### src/rtl/vector_checker_pkg.sv
// Shared types and helpers for the exhaustive-vector response checker.
package vector_checker_pkg;

    // Run phases of the checker.
    typedef enum logic [1:0] {
        IDLE = 2'd0,
        RUN  = 2'd1,
        DONE = 2'd2
    } state_t;

    // CCITT-style MISR feedback polynomial used unless overridden.
    localparam logic [15:0] DEFAULT_SIG_POLY = 16'h1021;

    // Upper bounds for the golden-table lookup helper.
    localparam int MAX_TBL_W = 1024;
    localparam int MAX_OUT_W = 16;

    // Returns entry idx of a packed golden table whose entries are out_w bits wide,
    // zero-extended to MAX_OUT_W bits.
    function automatic logic [MAX_OUT_W-1:0] expect_entry(
        input logic [MAX_TBL_W-1:0] tbl,
        input int unsigned          idx,
        input int unsigned          out_w
    );
        logic [MAX_TBL_W-1:0] shifted;
        logic [MAX_OUT_W-1:0] mask;
        shifted = tbl >> (idx * out_w);
        mask    = MAX_OUT_W'((33'd1 << out_w) - 33'd1);
        return shifted[MAX_OUT_W-1:0] & mask;
    endfunction

endpackage

### src/rtl/response_misr.sv
// Multiple-input signature register compacting one response word per enabled cycle.
module response_misr
    import vector_checker_pkg::*;
#(
    parameter int               SIG_W    = 16,
    parameter logic [SIG_W-1:0] SIG_POLY = SIG_W'(DEFAULT_SIG_POLY),
    parameter int               OUT_W    = 2
) (
    input  logic             clk,
    input  logic             rst,
    input  logic             clr,
    input  logic             en,
    input  logic [OUT_W-1:0] din,
    output logic [SIG_W-1:0] sig
);

    logic [SIG_W-1:0] sig_reg;
    logic [SIG_W-1:0] sig_next;

    // Shift left, fold the outgoing MSB back through the taps, inject the response.
    always_comb begin
        sig_next = {sig_reg[SIG_W-2:0], 1'b0}
                 ^ (sig_reg[SIG_W-1] ? SIG_POLY : '0)
                 ^ SIG_W'(din);
    end

    // Signature register; clear wins over a simultaneous update.
    always_ff @(posedge clk or posedge rst) begin
        if (rst) begin
            sig_reg <= '0;
        end else if (clr) begin
            sig_reg <= '0;
        end else if (en) begin
            sig_reg <= sig_next;
        end
    end

    assign sig = sig_reg;

endmodule

### config.mk
export PLATFORM = sky130hd
export DESIGN_NAME = response_misr
export DESIGN_NICKNAME = d
export VERILOG_FILES = /design/src/rtl/vector_checker_pkg.sv /design/src/rtl/response_misr.sv
export SDC_FILE = /design/constraint.sdc
export NUM_CORES = 1
export LEC_CHECK = 0
export CAP_MARGIN = 20
export CORE_MARGIN = 1
export CORE_UTILIZATION = 47
export CTS_CLUSTER_SIZE = 14
export DETAILED_ROUTE_END_ITERATION = 10
export PLACE_DENSITY = 0.9
export SLEW_MARGIN = 40
export SYNTH_ARGS = -nofsm -noshare
export SYNTH_HDL_FRONTEND = slang
export SYNTH_SLANG_ARGS = --single-unit
### constraint.sdc
create_clock -name clk -period 2 [get_ports clk]
set_input_delay 0.2 -clock clk [delete_from_list [all_inputs] [get_ports clk]]
set_output_delay 0.2 -clock clk [all_outputs]
set_load 0.1 [all_outputs]
==> metrics.csv, run 1 <==
metric;value;unit
fillers;99;
tightest_slew;611;ps
power_frac_seq;49.9;%
die-area;1620;µm²
cp_slowest_cell;dfrtp_1;
crit_buf_inv;1;
ff2ff_path_depth;2;
ir_drop;448;µV
worstSetupEndpointType;output pin;
slew-limit-headroom;59.2;%
synth_area;689;µm²
leakage;0.000463;µW
fin_skew;0.444;ps
finalHoldViolCount;0;
grt_pass1_wl;1.72;mm
cts_tree;done;
ctsHoldBuffers;0;
gp_congestion;0.705;
areaGrowthSynthToFinish;30.1;%
yosys_warnings;0;
die_h;40.3;µm
root_buffer;clkbuf_4;
arrival;1090;ps
grt_antenna_before_repair;0;
die_x;40.3;µm
portBuffers;21;
power_switching;202;µW
clkPwrFrac;31.1;%
vias_per_cell;5.10;
clk_latency;280;ps
clock.fmax;773;MHz
yosys.area.top_type;dfrtp_1;
hpwl;846;µm
p_int;477;µW
p_comb_share;19.0;%
wire_per_inst;12.7;µm
cp_cell_sequence;buf_4;
mostFrequentLayoutCells;17 x buf_4, 16 x nor2_1, 16 x dfrtp_1;
final_core_util;67.3;%
setup_viol;0;
start_util;51.7;%
setup_tns;0;ps
drc;0;
powerDensity;756;nW/µm²
seq_area_frac_synth;58.1;%
largest_reg_flops;16;
grt_usage;16.8;%
grt_max_degree;21;
regToRegStartpoint;sig[15];
cts_buffers;3;
ys_types;10;
nets;86;
core;1330;µm²
critPathKind;flip-flop to output pin;
fin_crit;1290;ps
reg2reg_setup_slack;1070;ps
grt-ovfl-total;0;
cts-root-to-sink-buffers;2;
drive_above_1_share;30.4;%
cts_setup_buffers;0;
critPathMaxStageDelay;480;ps
rsz0062_at_grt;no;
synthCells;57;
dr.first_iter.drc_count;12;
ys_seq_elements;16;
wl;1.20;mm
final_common_cell;buf_4;
vias;479;
postRouteAntennaNets;0;
cts.htree.levels;1;
maxCapViolCount;0;
fin_crit_sh;64.7;%
cts_sinks;16;
maxSlewViolCount;0;
switching_share;29.7;%
cp_max_fo;5;
reg2reg_to;sig[0];
grt_pass1_vias;411;
synth_top_area_share;58.1;%
placementRows;13;
status;finished clean;
yosys-top-cells-area;dfrtp_1 58%, mux2i_1 17%, nor2_1 8.7%;
start_kind;flip-flop;
path_delay_family;flip-flops;
syn_nets;63;
syn_area_per_cell;12.1;µm²
antenna_cells;0;
cts.reportedPaths.clkPinSlew;90;ps
ios;22;
hp-class;primary input to async pin;
crit_required;1800;ps
cts-resized-gates;0;
dr.pass1.iters;2;
[cells in the mapped netlist]
library cell / n
a211oi_1: 1
inv_1: 1
a211oi_2: 3
buf_2: 1
nor2_1: 16
buf_4: 2
clkbuf_2: 1
xnor2_1: 4
mux2i_1: 12
dfrtp_1: 16
[power by group through the flow]
| stage | Clock [µW] | Combinational, µW | Sequential (µW) |
|---|---|---|---|
| after global placement | 0 | 128 | 345 |
| after global routing | 230 | 135 | 340 |
| after floorplan | 0 | 39.1 | 406 |
| after detailed placement | 0 | 130 | 345 |
| after CTS | 218 | 130 | 339 |
| final | 211 | 129 | 339 |
[layout make-up]
| cell class | count | area [µm²] | share of cell area, % |
|---|---|---|---|
| inverters | 1 | 3.75 | 0.418 |
| well taps | 15 | 18.8 | 2.09 |
| multi-input cells | 36 | 260 | 29.0 |
| flip-flops and latches | 16 | 400 | 44.6 |
| repair buffers | 22 | 178 | 19.8 |
| clock buffers | 4 | 36.3 | 4.04 |
[logic make-up (layout without fill, tap and decap cells)]
logic type | count (synthesis) | count (layout) | synth area share (%)
muxes | 12 | 12 | 17.4
xor gates and xnor gates | 4 | 4 | 5.08
and+or+nand+nor | 16 | 16 | 8.71
AOI/OAI and AO/OA | 4 | 4 | 6.53
buffers and inverters | 5 | 27 | 4.17
DFF | 16 | 16 | 58.1
[how the worst max path moves through the flow]
| stage | cells after the start | end | startpoint | slack [ps] |
|---|---|---|---|---|
| 5_1_grt | 1 | sig[15] | sig[15] | 650 |
| 4_1_cts | 1 | sig[15] | sig[15] | 690 |
| 3_5_place_dp | 4 | sig[4] | en | 620 |
| 3_3_place_gp | 4 | sig[9] | en | 640 |
| 6_report | 1 | sig[15] | sig[15] | 710 |
| 2_1_floorplan | 2 | sig[0] | sig[15] | 520 |
[stage by stage]
step           power (µW)  cell area, µm²  setup WS, ps  cells  hold WS, ps
2_1_floorplan         445             689           524     57          114
3_3_place_gp          473             861           640     90          524
3_5_place_dp          475             861           618     90          543
4_1_cts               687             897           690     94          294
5_1_grt               704             897           648     94          343
6_report              679             897           706     94          276
[routing by layer]
| layer | global-route usage, % | wire length (µm) | vias up |
|---|---|---|---|
| met2 | 25.4 | 567 | 14 |
| li1 | - | - | 232 |
| met1 | 21.1 | 564 | 231 |
| met4 | 15.0 | 14 | 0 |
| met3 | 1.67 | 49 | 2 |
| met5 | 0 | 0 | - |
Power figures use the tool's default switching activity.
==> inputs of run 2 (changes only) <==
Settings changed: CORE_UTILIZATION 47 to 43, PLACE_DENSITY 0.9 to 0.84.
Clock period 2 ns to 1.3 ns, I/O delays scaled along.
==> run 2 against run 1 <==
Compared with the run above:
- sequential power rose by 56%
- utilization grew 7.4 points
- register-to-register slack got worse by 720 ps
- hold slack got worse by 130 ps
- clock skew about the same
- cell count rose by 3.2%
- routed wire length grew 9.0%
- die area rose by 8.8%
- global-route usage about the same
- critical path type unchanged
- critical endpoint unchanged
==> metrics.csv, run 2 (synthesized netlist as in run 1, its figures left out) <==
metric;value;unit
drc;0;
die-area;1770;µm²
root_buffer;clkbuf_4;
crit_required;1170;ps
ir_drop;601;µV
leakage;0.000507;µW
dp_slack;63.1;ps
antenna_cells;0;
setup_viol;0;
die_h;42.0;µm
nets;88;
areaGrowthSynthToFinish;63.2;%
cts-root-to-sink-buffers;2;
worst_slack;224;ps
powerDensity;917;nW/µm²
clock.fmax;929;MHz
cts_sinks;16;
fin_crit_sh;82.8;%
grt_pass1_wl;2.15;mm
ctsHoldBuffers;0;
ff2ff_path_depth;2;
drive_above_1_share;39.5;%
cts-resized-gates;0;
start_kind;flip-flop;
finalHoldViolCount;0;
cp_max_fo;5;
largest_reg_flops;16;
cts.reportedPaths.clkPinSlew;80;ps
cts_tree;done;
grt_pass1_vias;478;
hp-class;primary input to async pin;
cts.htree.levels;1;
slew-limit-headroom;85.9;%
mostFrequentLayoutCells;17 x buf_12, 16 x nor2_1, 12 x mux2i_1;
cp_cell_sequence;buf_12;
drt-met1-wl;590;µm
rsz0062_at_grt;no;
placementRows;14;
route.met3.wl;48;µm
vias_per_cell;4.98;
ios;22;
totalPowerFinal;1030;µW
grt-ovfl-total;0;
wire_per_inst;13.4;µm
maxCapViolCount;0;
cts_setup_buffers;0;
top_layer_used;met4;
path_delay_family;flip-flops;
final_area;1120;µm²
cp_slowest_cell;dfrtp_2;
gp_congestion;0.653;
arrival;950;ps
cp_num_cells;1;
wl;1.30;mm
grt_usage;16.8;%
fin_skew;0.856;ps
setup_tns;0;ps
worstSetupEndpointType;output pin;
maxSlewViolCount;0;
cts_buffers;3;
tightest_slew;210;ps
core;1510;µm²
dr_wl_met2;648;µm
place_area;1100;µm²
dr.first_iter.drc_count;4;
postRouteAntennaNets;0;
grt_max_degree;21;
start_util;45.8;%
hpwl;936;µm
critPathKind;flip-flop to output pin;
die_x;42.0;µm
grt_antenna_before_repair;0;
critPathMaxStageDelay;480;ps
fin_crit;1080;ps
vias;483;
crit_buf_inv;1;
final_common_cell;buf_12;
dr.pass1.iters;2;
portBuffers;21;
status;finished clean;
clk_latency;280;ps
[run 2: cell types whose count changed in the layout (fill, tap and decap cells not counted)]
cell / delta
clkbuf_8: -1
buf_4: -15
dfrtp_1: -7
buf_12: +17
dfrtp_2: +7
clkbuf_1: +1
[run 2: final timing paths]
check,start,to,slack (ps)
worst max register to register,sig[15],sig[5],350
worst min-delay path,rst,sig[8],150
worst min register to register,sig[5],sig[6],610
min in group clk,din[1],sig[1],520
max in group asynchronous,rst,sig[4],960
worst max-delay path,sig[15],sig[15],220
[run 2: per-layer routing]
metal	vias to the layer above	GRT usage, %
met5	-	0
met4	0	11.3
met3	2	3.88
met2	12	25.6
met1	233	21.3
li1	236	-
[run 2: area by class of cell]
class | instances | area, µm²
sequential | 16 | 409
timing repair buffer | 24 | 405
fill | 100 | 382
multi-input combinational | 36 | 260
clock buffer | 4 | 26.3
tap | 16 | 20.0
inverter | 1 | 3.75
[run 2: metrics by stage]
| stage | cells | hold slack, ps | util (%) |
|---|---|---|---|
| 2_1_floorplan | 57 | 43.3 | - |
| 3_3_place_gp | 93 | 447 | 72.9 |
| 3_5_place_dp | 93 | 454 | 72.9 |
| 4_1_cts | 97 | 146 | 74.7 |
| 5_1_grt | 97 | 165 | 74.7 |
| 6_report | 97 | 150 | 74.7 |
[run 2: power by group]
group | internal (µW) | total, µW | leakage, µW | switching, µW
logic | 94.2 | 241 | 0.000284 | 147
clock network | 119 | 260 | 0.0000150 | 141
registers | 512 | 530 | 0.000209 | 18.8
